File: config.mk
export PLATFORM = sky130hd
export DESIGN_NAME = serial_tx_unit
export DESIGN_NICKNAME = d
export VERILOG_FILES = /design/src/rtl/serial_tx_unit.sv
export SDC_FILE = /design/constraint.sdc
export NUM_CORES = 1
export LEC_CHECK = 0
export CORE_MARGIN = 2
export CORE_UTILIZATION = 43
export CTS_CLUSTER_DIAMETER = 100
export CTS_CLUSTER_SIZE = 10
export DETAILED_ROUTE_END_ITERATION = 6
export PLACE_DENSITY = 0.66
export SLEW_MARGIN = 10
export SYNTH_ARGS = -nofsm -noshare
export SYNTH_HDL_FRONTEND = slang
export SYNTH_SLANG_ARGS = --single-unit
File: constraint.sdc
create_clock -name i_clk -period 1.9 [get_ports i_clk]
set_clock_uncertainty 0.2 [all_clocks]
set_input_delay 0.38 -clock i_clk [delete_from_list [all_inputs] [get_ports i_clk]]
set_output_delay 0.38 -clock i_clk [all_outputs]
set_load 0.01 [all_outputs]
File: src/rtl/serial_tx_unit.sv
// Output stage behind the access controller: latches a memory word and sends it
// either serially MSB-first or as a single parallel beat, then pulses o_tx_done.
module serial_tx_unit #(
    parameter int DATA_WIDTH = 8,
    parameter int BIT_CYCLES = 1
) (
    input  logic                  i_clk,
    input  logic                  i_reset_n,
    input  logic                  i_parallel_load,
    input  logic                  i_tx_data,
    input  logic                  i_mode,
    input  logic [DATA_WIDTH-1:0] i_din,
    output logic                  o_sout,
    output logic                  o_sout_valid,
    output logic [DATA_WIDTH-1:0] o_pout,
    output logic                  o_pout_valid,
    output logic                  o_tx_done,
    output logic                  o_tx_busy
);

    localparam int BW = $clog2(DATA_WIDTH + 1);
    localparam int CW = $clog2(BIT_CYCLES + 1);
    localparam logic [BW-1:0] BIT_LAST = BW'(DATA_WIDTH - 1);
    localparam logic [CW-1:0] CYC_LAST = CW'(BIT_CYCLES - 1);

    typedef enum logic [2:0] {
        S_IDLE,
        S_LOADED,
        S_SHIFT,
        S_PAR,
        S_DONE
    } state_t;

    state_t                r_state;
    logic [DATA_WIDTH-1:0] r_shreg;
    logic                  r_mode;
    logic [BW-1:0]         r_bitCnt;
    logic [CW-1:0]         r_cycCnt;

    state_t                w_stateNext;
    logic [DATA_WIDTH-1:0] w_shregNext;
    logic                  w_modeNext;
    logic [BW-1:0]         w_bitCntNext;
    logic [CW-1:0]         w_cycCntNext;

    always_comb begin
        w_stateNext  = r_state;
        w_shregNext  = r_shreg;
        w_modeNext   = r_mode;
        w_bitCntNext = r_bitCnt;
        w_cycCntNext = r_cycCnt;
        case (r_state)
            S_IDLE: begin
                if (i_parallel_load) begin
                    w_shregNext = i_din;
                    w_modeNext  = i_mode;
                    w_stateNext = S_LOADED;
                end
            end
            S_LOADED: begin
                if (i_parallel_load) begin
                    w_shregNext = i_din;
                    w_modeNext  = i_mode;
                end else if (i_tx_data) begin
                    w_stateNext  = r_mode ? S_PAR : S_SHIFT;
                    w_bitCntNext = '0;
                    w_cycCntNext = '0;
                end
            end
            S_SHIFT: begin
                // A bit advances only once it has been held for BIT_CYCLES clocks.
                if (r_cycCnt == CYC_LAST) begin
                    w_cycCntNext = '0;
                    w_shregNext  = r_shreg << 1;
                    w_bitCntNext = r_bitCnt + 1'b1;
                    if (r_bitCnt == BIT_LAST) begin
                        w_stateNext = S_DONE;
                    end
                end else begin
                    w_cycCntNext = r_cycCnt + 1'b1;
                end
            end
            S_PAR:   w_stateNext = S_DONE;
            S_DONE:  w_stateNext = S_IDLE;
            default: w_stateNext = S_IDLE;
        endcase
    end

    // Outputs are registered from the next-state values so they line up with the state.
    always_ff @(posedge i_clk) begin
        if (!i_reset_n) begin
            r_state      <= S_IDLE;
            r_shreg      <= '0;
            r_mode       <= 1'b0;
            r_bitCnt     <= '0;
            r_cycCnt     <= '0;
            o_sout       <= 1'b0;
            o_sout_valid <= 1'b0;
            o_pout       <= '0;
            o_pout_valid <= 1'b0;
            o_tx_done    <= 1'b0;
            o_tx_busy    <= 1'b0;
        end else begin
            r_state      <= w_stateNext;
            r_shreg      <= w_shregNext;
            r_mode       <= w_modeNext;
            r_bitCnt     <= w_bitCntNext;
            r_cycCnt     <= w_cycCntNext;
            o_sout       <= (w_stateNext == S_SHIFT) ? w_shregNext[DATA_WIDTH-1] : 1'b0;
            o_sout_valid <= (w_stateNext == S_SHIFT);
            o_pout       <= (w_stateNext == S_PAR) ? w_shregNext : '0;
            o_pout_valid <= (w_stateNext == S_PAR);
            o_tx_done    <= (w_stateNext == S_DONE);
            o_tx_busy    <= (w_stateNext == S_LOADED) || (w_stateNext == S_SHIFT)
                            || (w_stateNext == S_PAR);
        end
    end

endmodule

==> out/results.txt <==
worst r2r path cells: 5
DR pass1 iterations: 4
critical path's top delay family: buffers and inverters
worst slew pin tran: 0.328 ns
Clock Latency Late Sink: 0.33 ns
slowest CP cell: clkdlybuf4s50_1
yosys synthesis warning count: 0
outcome: finished clean
Worst Setup End Kind: output pin
Netlist Area Pre-Place: 1130 µm²
post-synthesis sequential area ratio: 51.4%
Routed Antenna Nets: 0
min Tclk post-route: 1.77 ns
highest clock rate: 566 MHz
TritonCTS clock tree: done
initial antenna violation count: 0
FF-to-FF Start: r_state[2]
pre-CTS WS: -0.199 ns
num ports: 26
worst setup margin: 0.133 ns
clk slew on worst S/H paths: 0.09 ns
Worst Path Required: 1.32 ns
Slew Viols, Final: 0
area delta synth->final: 36.4%
total via count in the routed design: 883
initial drt markers: 19
crit path buf inv count: 1
setup_tns: 0 ns
Util after Layout: 62.1%
Total GRT Usage: 16.4%
VDD IR max: 0.519 mV
Worst setup SP type: register
routed vias/inst: 4.83
DIE WIDTH: 55.2 µm
core area: 2480 µm²
ANT cells: 0
worst-case clock buffer depth: 2
Starting Density: 45.6%
hold-fix buffers at CTS: 0
Overall Power: 1.20 mW
largest net degree at the start of global routing: 10
Yosys cell types: 30
die area: 3050 µm²
gr ovfl total: 0
hold path start: r_mode
Final nets: 166
share of layout cells above drive strength 1: 17.0%
Crit path largest cell delay: 0.53 ns
final WL: 2250 µm
Synth Area in Compound Gates: 12.9%
largest family of logic cells by synthesized area: simple AND/OR/NAND/NOR gates
Routability Congestion: 0.804
Die Height: 55.2 µm
adder-cell share of the synthesized area: 1.11%
WHS Path Cells: 2
RSZ-0062 raised after global routing: false
Final Hold Viols: 0
Pwr Density: 781 nW/µm²
number of gates resized after cts: 0
Wirelength per Cell: 12.3 µm
count leader, synth: dfxtp_1
hold crit path type: reg2reg
Root Buffer: clkbuf_4
crit-path max FO: 1
Yosys top cell by area: dfxtp_1
leak pwr: 0.654 nW
htree depth: 2
WS Path Type: reg2out
global-route wire length before repair: 3820 µm
post-synthesis mux area share: 0.887%
synth top area cells: dfxtp_1 (51%), a22o_1 (5.4%), nor2b_1 (5.0%)
crit share post-route: 93.0%
CTS Buf Count: 5
vias in the first global route: 886
final setup vio count: 0
synthesized flop and latch total: 29
FFs w/ async S/R, synth: 0%
worst hold slack: 0.330 ns
MaxCap Viol Count: 0
crit-path cells: clkdlybuf4s50_1
normalized max-slew margin: 77.9%
Buffers on Ports: 25
Synth Net Count: 128
Syn Inst Count: 114
R2R Path End: o_pout[4]
xor/xnor share of the synthesized area: 1.55%
clock sink count: 29
post-synthesis simple-gate area fraction: 27.9%
synth cell count leaders: dfxtp_1 (29), a21oi_1 (11), nor2_1 (11), nor2b_1 (9), a22o_1 (7)
# Post-CTS Setup Buffers: 0
Worst Path Arrival: 1.19 ns
R2R Setup Slk: 0.15 ns
drt drc: 0
EDFF count, synth: 0
Mapped Avg Cell Area: 9.90 µm²
Worst Hold End: r_mode
post-synth top area share: 51.4%
detailed placement HPWL: 1670 µm
Primary FF master, synth: dfxtp_1
site row count: 18
## per-stage QoR
stage               cell area (µm²)  cells
floorplan                      1130    114
global placement               1460    175
detailed placement             1460    175
CTS                            1530    183
global route                   1540    183
finish                         1540    183
## layout by cell type (no fill, tap or decap), types with 2 or more instances in the layout
cell and count:
a21oi_1 11, a22o_1 7, and2_1 5, buf_4 11
clkbuf_4 5, clkbuf_8 2, clkdlybuf4s50_1 25, dfxtp_1 28
inv_1 3, nand2_1 6, nand2b_1 6, nor2_1 11
nor2_2 2, nor2b_1 9, nor3_1 2, o21ai_0 2
xor2_1 2
## power by group
| part | switching, mW | leakage (nW) | internal, mW |
|---|---|---|---|
| registers | 0.0128 | 0.237 | 0.628 |
| clock network | 0.211 | 0.0413 | 0.214 |
| logic | 0.0574 | 0.376 | 0.0792 |
| total | 0.281 | 0.654 | 0.921 |
## routing by layer
metal  vias to the layer above  GRT usage, %  part of all wire (%)
li1                        457             -                     -
met1                       396          18.8                    46
met2                        24          25.7                    45
met3                         6          7.49                   6.1
met4                         0          8.36                   2.0
met5                         -             0                     0
## cells by family (layout without fill, tap and decap cells)
| logic type | Yosys count | in the layout |
|---|---|---|
| buffers and inverters | 8 | 47 |
| multiplexers | 1 | 1 |
| flip-flops | 29 | 29 |
| AND/OR/NAND/NOR | 51 | 51 |
| adder cells (fa/ha/maj) | 1 | 1 |
| AO/OA/AOI/OAI | 22 | 22 |
| XOR/XNOR | 2 | 2 |
## worst max-delay path by stage
stage,slack [ns],end,from,cells after the start
final,0.13,o_tx_done,o_tx_done,1
after global routing,0.02,o_pout[4],r_state[2],5
after CTS,0.08,o_pout[5],r_state[1],5
after detailed placement,-0.20,o_pout[4],i_parallel_load,6
after global placement,-0.14,o_pout[1],i_parallel_load,6
after floorplan,0.24,o_pout[7],r_state[2],6
## registers in the layout (all words and copies together) (netlist names)
name          cells
o_tx_done         1
r_mode            1
r_shreg           8
r_state           3
o_sout_valid      1
o_pout_valid      1
o_sout            1
r_bitCnt          4
o_tx_busy         1
o_pout            8
## cell type report
cell class                 count  area, µm²
fill                         214        938
sequential                    29        582
multi-input combinational     77        505
timing repair buffer          36        333
clock buffer                   7       65.1
tap                           30       37.5
inverter                       3       11.3
clock inverter                 1       5.00
No activity file was read; power rests on OpenSTA's default activity.
